File: config.mk
export PLATFORM = sky130hd
export DESIGN_NAME = fbuf_writer
export DESIGN_NICKNAME = d
export VERILOG_FILES = /design/src/rtl/fbuf_writer.sv
export SDC_FILE = /design/constraint.sdc
export NUM_CORES = 1
export LEC_CHECK = 0
export BUFFER_PORTS_ARGS = -buffer_cell sky130_fd_sc_hd__clkbuf_2
export CORE_UTILIZATION = 40
export DETAILED_ROUTE_END_ITERATION = 10
export PLACE_DENSITY = 0.64
export SYNTH_ARGS = -nofsm -noshare
export SYNTH_HDL_FRONTEND = slang
export SYNTH_SLANG_ARGS = --single-unit
File: constraint.sdc
create_clock -name clk -period 5.7 [get_ports clk]
set_input_delay 0.57 -clock clk [delete_from_list [all_inputs] [get_ports clk]]
set_output_delay 0.57 -clock clk [all_outputs]
set_load 0.01 [all_outputs]
File: src/rtl/fbuf_writer.sv
// fbuf_writer: command-driven write engine for the 64x64 HUB75 framebuffer.
// It turns PIXEL / FILL / HLINE commands into one framebuffer write per cycle.
// The write address uses the display controller's split:
// {half, row-in-half, column}, which is simply {y, x}.
module fbuf_writer #(
  parameter int COLOR_W = 4,
  parameter int COORD_W = 6,
  parameter int ADDR_W  = 12
) (
  input  logic               clk,
  input  logic               rst,
  input  logic               cmd_valid,
  output logic               cmd_ready,
  input  logic [1:0]         cmd_op,
  input  logic [COORD_W-1:0] cmd_x,
  input  logic [COORD_W-1:0] cmd_y,
  input  logic [COORD_W:0]   cmd_len,
  input  logic [COLOR_W-1:0] cmd_color,
  output logic [ADDR_W-1:0]  waddr,
  output logic [COLOR_W-1:0] din,
  output logic               we,
  output logic               busy,
  output logic               done
);

  // Remaining-write counter is one bit wider than the address, so a full
  // 4096-write fill is counted without wrapping.
  localparam int CNT_W = ADDR_W + 1;
  localparam int LEN_W = COORD_W + 1;
  localparam logic [LEN_W-1:0] COLS   = LEN_W'(1) << COORD_W;
  localparam logic [CNT_W-1:0] FILL_N = {1'b1, {ADDR_W{1'b0}}};

  typedef enum logic {IDLE, RUN} state_t;
  typedef enum logic [1:0] {OP_PIXEL, OP_FILL, OP_HLINE, OP_NOP} op_t;

  state_t             state_q, state_d;
  logic [CNT_W-1:0]   rem_q, rem_d;
  logic [ADDR_W-1:0]  waddr_d;
  logic [COLOR_W-1:0] din_d;
  logic               we_d, busy_d, done_d;

  logic [LEN_W-1:0]   line_sum, line_end, line_n;
  logic [CNT_W-1:0]   first_n;
  logic [ADDR_W-1:0]  first_addr;

  assign cmd_ready = (state_q == IDLE) && rst;

  // Write count and first address of the command currently presented.
  always_comb begin
    // NOTE: every signal gets a default before the case so no latch is inferred.
    line_sum   = {1'b0, cmd_x} + cmd_len;
    line_end   = (line_sum > COLS) ? COLS : line_sum;
    line_n     = line_end - {1'b0, cmd_x};
    first_n    = '0;
    first_addr = {cmd_y, cmd_x};
    case (op_t'(cmd_op))
      OP_PIXEL: first_n = CNT_W'(1);
      OP_FILL: begin
        first_n    = FILL_N;
        first_addr = '0;
      end
      OP_HLINE: first_n = CNT_W'(line_n);
      default:  first_n = '0;
    endcase
  end

  // Next-state and next-output logic: load on acceptance, then step one
  // address per cycle until the write flagged as last has been issued.
  always_comb begin
    state_d = state_q;
    rem_d   = rem_q;
    waddr_d = waddr;
    din_d   = din;
    we_d    = 1'b0;
    busy_d  = 1'b0;
    done_d  = 1'b0;
    case (state_q)
      IDLE: begin
        if (cmd_valid) begin
          state_d = RUN;
          busy_d  = 1'b1;
          we_d    = (first_n != '0);
          done_d  = (first_n <= CNT_W'(1));
          waddr_d = first_addr;
          din_d   = cmd_color;
          rem_d   = (first_n == '0) ? '0 : first_n - CNT_W'(1);
        end
      end
      RUN: begin
        if (done) begin
          state_d = IDLE;
        end else begin
          // HLINE is pre-clipped, so +1 never crosses a row boundary.
          busy_d  = 1'b1;
          we_d    = 1'b1;
          waddr_d = waddr + ADDR_W'(1);
          rem_d   = rem_q - CNT_W'(1);
          done_d  = (rem_q == CNT_W'(1));
        end
      end
      default: state_d = IDLE;
    endcase
  end

  // State and output registers with synchronous active-low reset.
  always_ff @(posedge clk) begin
    // NOTE: non-blocking assignments keep every register sampling pre-edge values.
    if (!rst) begin
      state_q <= IDLE;
      rem_q   <= '0;
      waddr   <= '0;
      din     <= '0;
      we      <= 1'b0;
      busy    <= 1'b0;
      done    <= 1'b0;
    end else begin
      state_q <= state_d;
      rem_q   <= rem_d;
      waddr   <= waddr_d;
      din     <= din_d;
      we      <= we_d;
      busy    <= busy_d;
      done    <= done_d;
    end
  end

endmodule

# Word-level counts from Yosys, hierarchy flattened
# Index checks and enable logic that the tools add are counted.
# word_totals
ff_bits	32
in_bits	28
out_inout_bits	20
elab_cells	43
# op_classes
n_addsub	5
order_cmp	2
eq_ne	5
muxes	18
n_bitwise	1
n_reduce_logical	6
# op_table
op	count
$mux 13	3
$pmux 13 s3	1
$mux 12	3
$pmux 13 s2	1
$sub 13x1->13 const B	2
$pmux 12 s2	1
$eq 13x1->1 const B	1
$le 13x1->1 const B	1
$logic_not 13->1	1
$reduce_bool 13->1	1
$add 12x1->12 const B	1
$add 6x7->7	1
$gt 7x7->1 const B	1
$mux 7	1
$sub 7x6->7	1
$pmux 1 s2	3
$mux 1	5
$ne 2x2->1 const B	2
$reduce_and 2->1	2
$eq 2x1->1 const B	1
$eq 2x2->1 const B	1
$logic_not 2->1	1
$logic_and 1x1->1	1
$not 1->1	1

# Depth between registers and ports, before layout
# Gate-level depths: netlist of the first run.
# depth
ltp_word	9
depth_mapped	19
mapped_depth_nobuf	19

# Worst setup path before layout of the first run
# Ideal clock, no wire load.
# synth_path
kind	input port to flip-flop
from	in cmd_x[0]
to	reg rem_q[12]
setup_ns	0.120
arrival_ns	4.206
t_required_ns	5.580
setup_slack_ns	1.374
stages	17
n_path_buf	0
cell_sequence	ha_1 inv_1 fa_1 nand2b_1 a2111o_1 o311ai_4 o31ai_1 nor2b_1 fa_1 a211oi_1 o21ai_0 and2_1 and3_1 a221oi_1 nor3_1 a211oi_1 nor2_1
# synth_between
elab_chain_len	9
elab_cells_between_ends	10
classes_between	add/sub: 3; order compare: 1; mux: 5; reduce/logical: 1
# synth_lines
element	line	text
start: declaration	15	input logic [COORD_W-1:0] cmd_x,
$add 6x7->7	51	line_sum = {1'b0, cmd_x} + cmd_len;
$gt 7x7->1	52	line_end = (line_sum > COLS) ? COLS : line_sum;
$mux 7	52	
$sub 7x6->7 *	53	line_n = line_end - {1'b0, cmd_x};
$pmux 13 s3 *	56	case (op_t'(cmd_op))
$sub 13x1->13 / $logic_not 13->1 (equally long branches)	86	rem_d = (first_n == '0) ? '0 : first_n - CNT_W'(1);
$mux 13 *	86	
$mux 13 *	79	if (cmd_valid) begin
$pmux 13 s2 *	77	case (state_q)
end signal: assignment	118	rem_q <= rem_d;
end: declaration	37	logic [CNT_W-1:0] rem_q, rem_d;
# Mark *: on every way between the ends. The rest lies on a longest branch, timed or not. The select of a mux whose other input is x is not followed.
# A chain may end at the register's enable or synchronous reset.

# Worst setup path after layout of the first run
# Ends and elaborated chain as after synthesis.

==> metrics.md, run 1 <==
| Metric | Value |
|---|---|
| Die Area | `0.007002 mm^2` |
| Largest net degree at the start of global routing | `33` |
| Post-cts sizing count | `0` |
| # setup viols final | `0` |
| Critical path class | `input pin to register` |
| Fin nets | `451` |
| CTS tree | `yes` |
| Delay-heaviest family, CP | `compound AO/OA/AOI/OAI gates` |
| First-pass GRT wire length | `12010 um` |
| Max_slew headroom | `44.00%` |
| Crit end category | `register` |
| Total grt overflow | `0` |
| Crit path launch type | `input pin` |
| Peak VDD IR | `0.1292 mV` |
| Pleak | `1.272 nW` |
| Area post-placement | `0.002967 mm^2` |
| Initial antenna violation count | `0` |
| Final critical-path share of the clock period | `79.67%` |
| Post-synth EDFFs | `0` |
| Cell variety after synth | `60` |
| Number of global-route vias before repair | `2550` |
| Gpl congestion | `0.9027` |
| Post-CTS Repair Setup Buffers | `0` |
| Via count | `2792` |
| TNS Setup | `0 ns` |
| CTS sink count | `32` |
| Synth warnings | `0` |
| Unrepaired setup endpoints after global routing | `false` |
| Post-Syn Nets | `408` |
| Final instance area | `0.003044 mm^2` |
| Number of DRC markers in iteration 0 | `224` |
| Finished Layout Cells | `481` |
| Tightest Hold Check Type | `register to register` |
| WP data required | `5.87 ns` |
| Worst-Skew Late Latency | `0.28 ns` |
| Status | `finished clean` |
| Fmax | `0.2202 GHz` |
| Hold_buf cts | `0` |
| Area Growth Syn to Fin | `14.06%` |
| # diodes | `0` |
| Layout cells sized above 1 | `16.58%` |
| Min Tclk post-route | `4.541 ns` |
| Peak per-stage delay on the critical path | `0.44 ns` |
| PD cells | `264.5 mW/mm^2` |
| PortBufs | `47` |
| Avg Vias per Cell | `5.805` |
| GRT Total Usage | `20.81%` |
| I/O pin total | `48` |
| Crit path max-delay cell type | `fa_1` |
| Initial DRT Pass Iterations | `4` |
| Post-detail-place hpwl | `5277 um` |
| Critical path fanouts, max | `8` |
| Syn_area_per_cell | `7.393 um^2` |
| Final clock skew | `0.002685 ns` |
| Cells after DPL | `474` |
| Site row count | `29` |
| Antenna Nets Post-Route | `0` |
| Clock transition at path regs | `0.06 ns` |
| Sequential share of the synthesized area | `24.00%` |
| Top FF cell, synth | `dfxtp_1` |
| Post-synth ARST share | `0%` |
| Initial core utilization | `41.79%` |
| Root buffer selected by CTS | `clkbuf_8` |
| Worst path bufs/invs | `2` |
| DRC | `0` |
| Max-Cap Viols | `0` |
| Synth Instances | `361` |
| H-tree levels | `2` |
| Core ar. | `0.006386 mm^2` |
| Worst Path Arrival | `4.71 ns` |
| Post-synthesis sequential element count | `32` |
| Tightest Pin Transition | `0.8383 ns` |
| Final WL | `7149 um` |
| Crit-path cells | `clkbuf_2 -> ha_1 -> inv_1 -> fa_1 -> nand2b_1 -> a2111o_1 -> o311ai_4 -> o31ai_1 -> nor2b_1 -> fa_1 -> a211oi_1 -> o21ai_0 -> and2_1 -> and3_1 -> a221oi_1 -> nor3_1 -> a211oi_1 -> nor2_1` |
| Chip width | `83.68 um` |
| Synthesized area | `0.002669 mm^2` |
| Slew Viols, Final | `0` |
| Final Hold Fails | `0` |
| WL/cell | `14.86 um` |
| Longest Clk Path Bufs | `2` |
| Chip height | `83.68 um` |
| CTS Buf Count | `5` |
kinds of logic (layout without fill, tap and decap cells):
group | Yosys count | in the layout | share of synthesized area [%]
compound gates | 124 | 124 | 31.37
xor+xnor | 11 | 11 | 3.610
fa+ha+maj | 19 | 19 | 9.470
buf+inv | 38 | 81 | 5.344
flops | 32 | 32 | 24.00
mux | 2 | 2 | 0.7501
simple gates | 135 | 135 | 25.46
worst register-to-register path: stages, from the launching register on:
cell     delay (ns)
dfxtp_1        0.31
buf_4          0.32
inv_1          0.32
nand2_1        0.36
nand2_1        0.53
nand2_1        0.42
inv_1          0.13
a32o_1         0.24
area by class of cell:
| class | count | area (um^2) |
|---|---|---|
| sequential | 32 | 640.6 |
| tap | 77 | 96.34 |
| multi-input combinational | 291 | 1886 |
| inverter | 25 | 93.84 |
| clock buffer | 6 | 72.57 |
| fill | 653 | 3342 |
| timing repair buffer | 49 | 250.2 |
| clock inverter | 1 | 5.005 |
through the flow:
stage                     worst slack, ns  utilization, %  power (mW)  hold WS (ns)
after floorplan                     1.374               -      0.5456        0.4728
after global placement              1.006           46.45      0.6371        0.4522
after detailed placement           0.8967           46.45      0.6401        0.4601
after CTS                           1.193           47.67      0.8069        0.4689
after global routing               0.8721           47.67      0.8682        0.4990
final                               1.159           47.67      0.8051        0.4651
registers in the layout, indices dropped and copies added (netlist names):
signal / cells
waddr: 12
we: 1
din: 4
rem_q: 13
state_q: 1
done: 1
cell usage in the layout (no fill, tap or decap), drive strengths merged, types with 6 or more instances in the layout:
master,n
clkbuf,53
a21oi,36
nor2,34
dfxtp,32
nand2,30
o21ai,30
inv,25
ha,17
nor3,14
nand3,11
nor2b,8
nor3b,8
a221oi,7
xnor2,6
a31oi,6
cell usage after synthesis, drive strengths merged, types with 5 or more instances:
library cell,count,area [um^2]
nand2b,5,31.28
a221oi,7,61.31
o21ai,30,150.1
nor3,14,70.07
dfxtp,32,640.6
ha,17,212.7
xor2,5,43.79
nand3,11,55.05
o31ai,5,37.54
nand2,30,112.6
a21boi,5,37.54
a31oi,6,37.54
nor2b,8,50.05
clkbuf,12,45.04
nor3b,8,60.06
and2,5,31.28
a21oi,36,180.2
inv,25,93.84
xnor2,6,52.55
nor2,34,130.1
nand4,5,31.28
report_power, final:
part	switching (mW)	internal (mW)
clock	0.0805	0.0829
combinational	0.219	0.141
sequential	0.0304	0.252
total	0.330	0.476
worst paths after layout:
path | startpoint | end | slack, ns | cells after the start
hold reg to reg | din[2] | din[2] | 0.47 | 2
hold / removal | din[2] | din[2] | 0.47 | 2
setup reg to reg | state_q | rem_q[4] | 2.97 | 7
setup / recovery | cmd_x[0] | rem_q[12] | 1.16 | 18
layer usage:
layer,part of all wire (%),vias to the layer above,global-route usage [%]
met4,1.8,0,6.934
met5,0,-,0
li1,-,1419,-
met1,46,1268,27.48
met2,46,95,34.96
met3,5.7,10,2.671
(Power assumes the default switching activity.)
==> run 2, diff against run 1 <==
--- a/config.mk
+++ b/config.mk
@@ -5,10 +5,11 @@
 export SDC_FILE = /design/constraint.sdc
 export NUM_CORES = 1
 export LEC_CHECK = 0
+export ABC_AREA = 1
 export BUFFER_PORTS_ARGS = -buffer_cell sky130_fd_sc_hd__clkbuf_2
 export CORE_UTILIZATION = 40
 export DETAILED_ROUTE_END_ITERATION = 10
-export PLACE_DENSITY = 0.64
+export PLACE_DENSITY = 0.67
 export SYNTH_ARGS = -nofsm -noshare
 export SYNTH_HDL_FRONTEND = slang
 export SYNTH_SLANG_ARGS = --single-unit
==> constraint.sdc (replaced) <==
create_clock -name clk -period 4.1 [get_ports clk]
set_input_delay 0.41 -clock clk [delete_from_list [all_inputs] [get_ports clk]]
set_output_delay 0.41 -clock clk [all_outputs]
set_load 0.01 [all_outputs]
==> run 2 against run 1 <==
Compared with the run above:
- register-to-register slack got worse by 1.7 ns
- sequential power grew 37%
- count of clock-buffer cells in the layout unchanged
- largest cell class unchanged
- synthesized area down 0.94%
- flip-flop and latch count stayed put
- non-clock buffer count down 1
- critical path depth is 13 higher
- hold slack got worse by 0.096 ns
- highest routed layer unchanged
- synthesized cell count rose by 16%
==> metrics.md, run 2 <==
| Metric | Value |
|---|---|
| Peak VDD IR | `0.2224 mV (+72%)` |
| Max_slew headroom | `52.94% (+8.9 points)` |
| Post-Route M1 WL | `3209 um (-2.5%)` |
| Site row count | `29 (unchanged)` |
| Post-synth ARST share | `0% (unchanged)` |
| Regs by FF count | `rem_q (13), waddr (12), din (4)` |
| Final critical-path share of the clock period | `90.02%` |
| CTS Buf Count | `5 (unchanged)` |
| WL/cell | `12.34 um (-17%)` |
| Tightest Hold Check Type | `input pin to register` |
| Met2 WL post-DR | `3138 um (-5.5%)` |
| Critical path class | `input pin to register` |
| Gpl congestion | `0.8261 (-8.5%)` |
| Switching share of power | `40.84% (-0.090 points)` |
| Unrepaired setup endpoints after global routing | `false` |
| Die Area | `0.006939 mm^2 (-0.91%)` |
| Cell variety after synth | `40 (-33%)` |
| Total power | `1.098 mW (+36%)` |
| Met3 wire length | `289 um (-29%)` |
| Final WL | `6664 um (-6.8%)` |
| R2r endpoint | `waddr[6]` |
| Clock transition at path regs | `0.07 ns (about the same)` |
| Crit end category | `register` |
| Crit path max-delay cell type | `fa_1` |
| Reg2Reg Depth | `7 (unchanged)` |
| Initial antenna violation count | `0 (unchanged)` |
| # diodes | `0 (unchanged)` |
| Chip width | `83.30 um (-0.45%)` |
| Chip height | `83.30 um (-0.45%)` |
| TNS Setup | `0 ns (unchanged)` |
| Final instance area | `0.003039 mm^2 (-0.16%)` |
| Post-detail-place hpwl | `5034 um (-4.6%)` |
| Synthesized area | `0.002644 mm^2 (-0.94%)` |
| Number of global-route vias before repair | `2599 (+1.9%)` |
| Post-Syn Nets | `464 (+14%)` |
| Delay-heaviest family, CP | `simple AND/OR/NAND/NOR gates` |
| Fin nets | `509 (+13%)` |
| Max-Cap Viols | `0 (unchanged)` |
| Internal power | `0.6495 mW (+37%)` |
| Most common cell in the synthesized netlist | `nand2_1` |
| Post-cts sizing count | `0 (unchanged)` |
| WP data required | `4.32 ns (-1.55 ns)` |
| R2R setup slack | `1.27 ns (-1.70 ns)` |
| Initial core utilization | `41.64% (-0.16 points)` |
| Storage element area | `640.6 um^2 (unchanged)` |
| Worst path bufs/invs | `5 (+3)` |
| Number of DRC markers in iteration 0 | `174 (-22%)` |
| Area Growth Syn to Fin | `14.95%` |
| Tightest Pin Transition | `0.7042 ns (-0.1341 ns)` |
| Cells after DPL | `532 (+12%)` |
| Layout cells sized above 1 | `17.93% (+1.3 points)` |
| Top-area cell type share of the netlist area | `24.23% (+0.23 points)` |
| Top FF cell, synth | `dfxtp_1` |
| Commonest cells post-synth | `nand2_1 (72), nor2_1 (61), inv_1 (59)` |
| Fillers | `672 (+2.9%)` |
| GRT Total Usage | `20.14% (-0.67 points)` |
| Synth warnings | `0 (unchanged)` |
| Antenna Nets Post-Route | `0 (unchanged)` |
| Post-CTS Repair Setup Buffers | `0 (unchanged)` |
| Sequential share of the synthesized area | `24.23% (+0.23 points)` |
| Hold_buf cts | `0 (unchanged)` |
| Leading cell type in the layout, fill and taps excluded | `nand2_1` |
| PortBufs | `47 (unchanged)` |
| Longest Clk Path Bufs | `2 (unchanged)` |
| Footprint of the multi-input gates | `0.001727 mm^2 (-8.4%)` |
| Sw Pwr | `0.4485 mW (+36%)` |
| Post-synth EDFFs | `0 (unchanged)` |
| Via count | `2801 (+0.32%)` |
| CTS sink count | `32 (unchanged)` |
| Critical path fanouts, max | `8 (unchanged)` |
| DRC | `0 (unchanged)` |
| Largest net degree at the start of global routing | `25 (-24%)` |
| Syn_area_per_cell | `6.340 um^2 (-14%)` |
| WP depth | `31 (+13)` |
| Largest register FFs | `13 (unchanged)` |
| Peak per-stage delay on the critical path | `0.40 ns (-0.04 ns)` |
| Post-synthesis sequential element count | `32 (unchanged)` |
| PD cells | `361.3 mW/mm^2 (+37%)` |
| Final Hold Fails | `0 (unchanged)` |
| Status | `finished clean` |
| Clk pwr share | `23.4% (+3.1 points)` |
| Fmax | `0.2709 GHz` |
| Core ar. | `0.006350 mm^2 (-0.57%)` |
| I/O pin total | `48 (unchanged)` |
| Seq pwr share | `35.2% (+0.2 points)` |
| Largest Register | `rem_q` |
| Total grt overflow | `0 (unchanged)` |
| Final core occ | `47.86% (+0.19 points)` |
| CTS tree | `yes` |
| Worst-Skew Late Latency | `0.29 ns (about the same)` |
| Slew Viols, Final | `0 (unchanged)` |
| Yosys top cell by area | `dfxtp_1` |
| Comb pwr share | `41.4% (-3.3 points)` |
| Reg2reg start | `state_q` |
| Avg Vias per Cell | `5.187 (-11%)` |
| First-pass GRT wire length | `11650 um (-3.0%)` |
| Synth Instances | `417 (+16%)` |
| Most frequent cells in the layout | `nand2_1 (72), nor2_1 (61), inv_1 (58)` |
| Final clock skew | `0.006390 ns (+0.003704 ns)` |
| Pleak | `1.552 nW (+22%)` |
| Area contributors post-synth | `dfxtp_1 (24%), nand2_1 (10%), nor2_1 (8.7%)` |
| # setup viols final | `0 (unchanged)` |
| Top Layer Used | `met4` |
| Area post-placement | `0.002944 mm^2 (-0.76%)` |
| Finished Layout Cells | `540 (+12%)` |
| CP endpoint | `rem_q[8]` |
| Worst Path Arrival | `3.91 ns (-0.80 ns)` |
| H-tree levels | `2 (unchanged)` |
| Crit path launch type | `input pin` |
| Root buffer selected by CTS | `clkbuf_8` |
| Min Tclk post-route | `3.691 ns` |
| CP startpoint | `cmd_x[0]` |
| Initial DRT Pass Iterations | `5 (+1)` |
## run 2: worst register-to-register path: stages (launching register included)
cell,delay (ns)
dfxtp_1,0.31
inv_1,0.49
nand2_1,0.40
nand2_1,0.65
inv_2,0.26
nor2_1,0.22
inv_2,0.13
o32ai_1,0.28
## run 2: power groups by stage
stage / logic, mW / registers, mW / clock network, mW
3_3_place_gp: 0.445 / 0.391 / 0
4_1_cts: 0.454 / 0.385 / 0.259
2_1_floorplan: 0.337 / 0.392 / 0
3_5_place_dp: 0.451 / 0.392 / 0
5_1_grt: 0.525 / 0.392 / 0.270
6_report: 0.455 / 0.386 / 0.257
## run 2: cell type report
type	count	area share, %
Clock inverter	2	0.3294
Sequential cell	32	21.08
Tap cell	77	3.170
Clock buffer	6	2.717
Multi-Input combinational cell	311	56.81
Timing Repair Buffer	48	7.987
Inverter	64	7.904
## run 2: kinds of logic (layout without fill, tap and decap cells)
group                      count (synthesis)  in the layout  synth area share, %
adders and majority gates                 19             19                9.560
xor gates and xnor gates                   7              7                2.319
buffers and inverters                     74            120                10.55
and+or+nand+nor                          189            189                33.37
DFF                                       32             32                24.23
AOI/OAI and AO/OA                         96             96                19.97
## run 2: through the flow
step	setup slack [ns]	hold slack, ns
floorplan	0.6338	0.5045
global placement	0.2203	0.4653
detailed placement	0.06788	0.4786
CTS	0.3503	0.3684
global route	0.01289	0.4004
finish	0.4090	0.3691
## run 2: worst min path at each step
stage,startpoint,endpoint,cells past startpoint
floorplan,rem_q[12],rem_q[12],2
global placement,din[0],din[0],2
detailed placement,din[2],din[2],2
CTS,cmd_color[1],din[1],3
global route,cmd_color[3],din[3],3
finish,cmd_color[0],din[0],3
## run 2: routing by layer
layer  global-route usage [%]  vias to the layer above
li1                         -                     1465
met1                    26.50                     1273
met2                    34.65                       61
met3                    2.982                        2
met4                    4.545                        0
met5                        0                        -
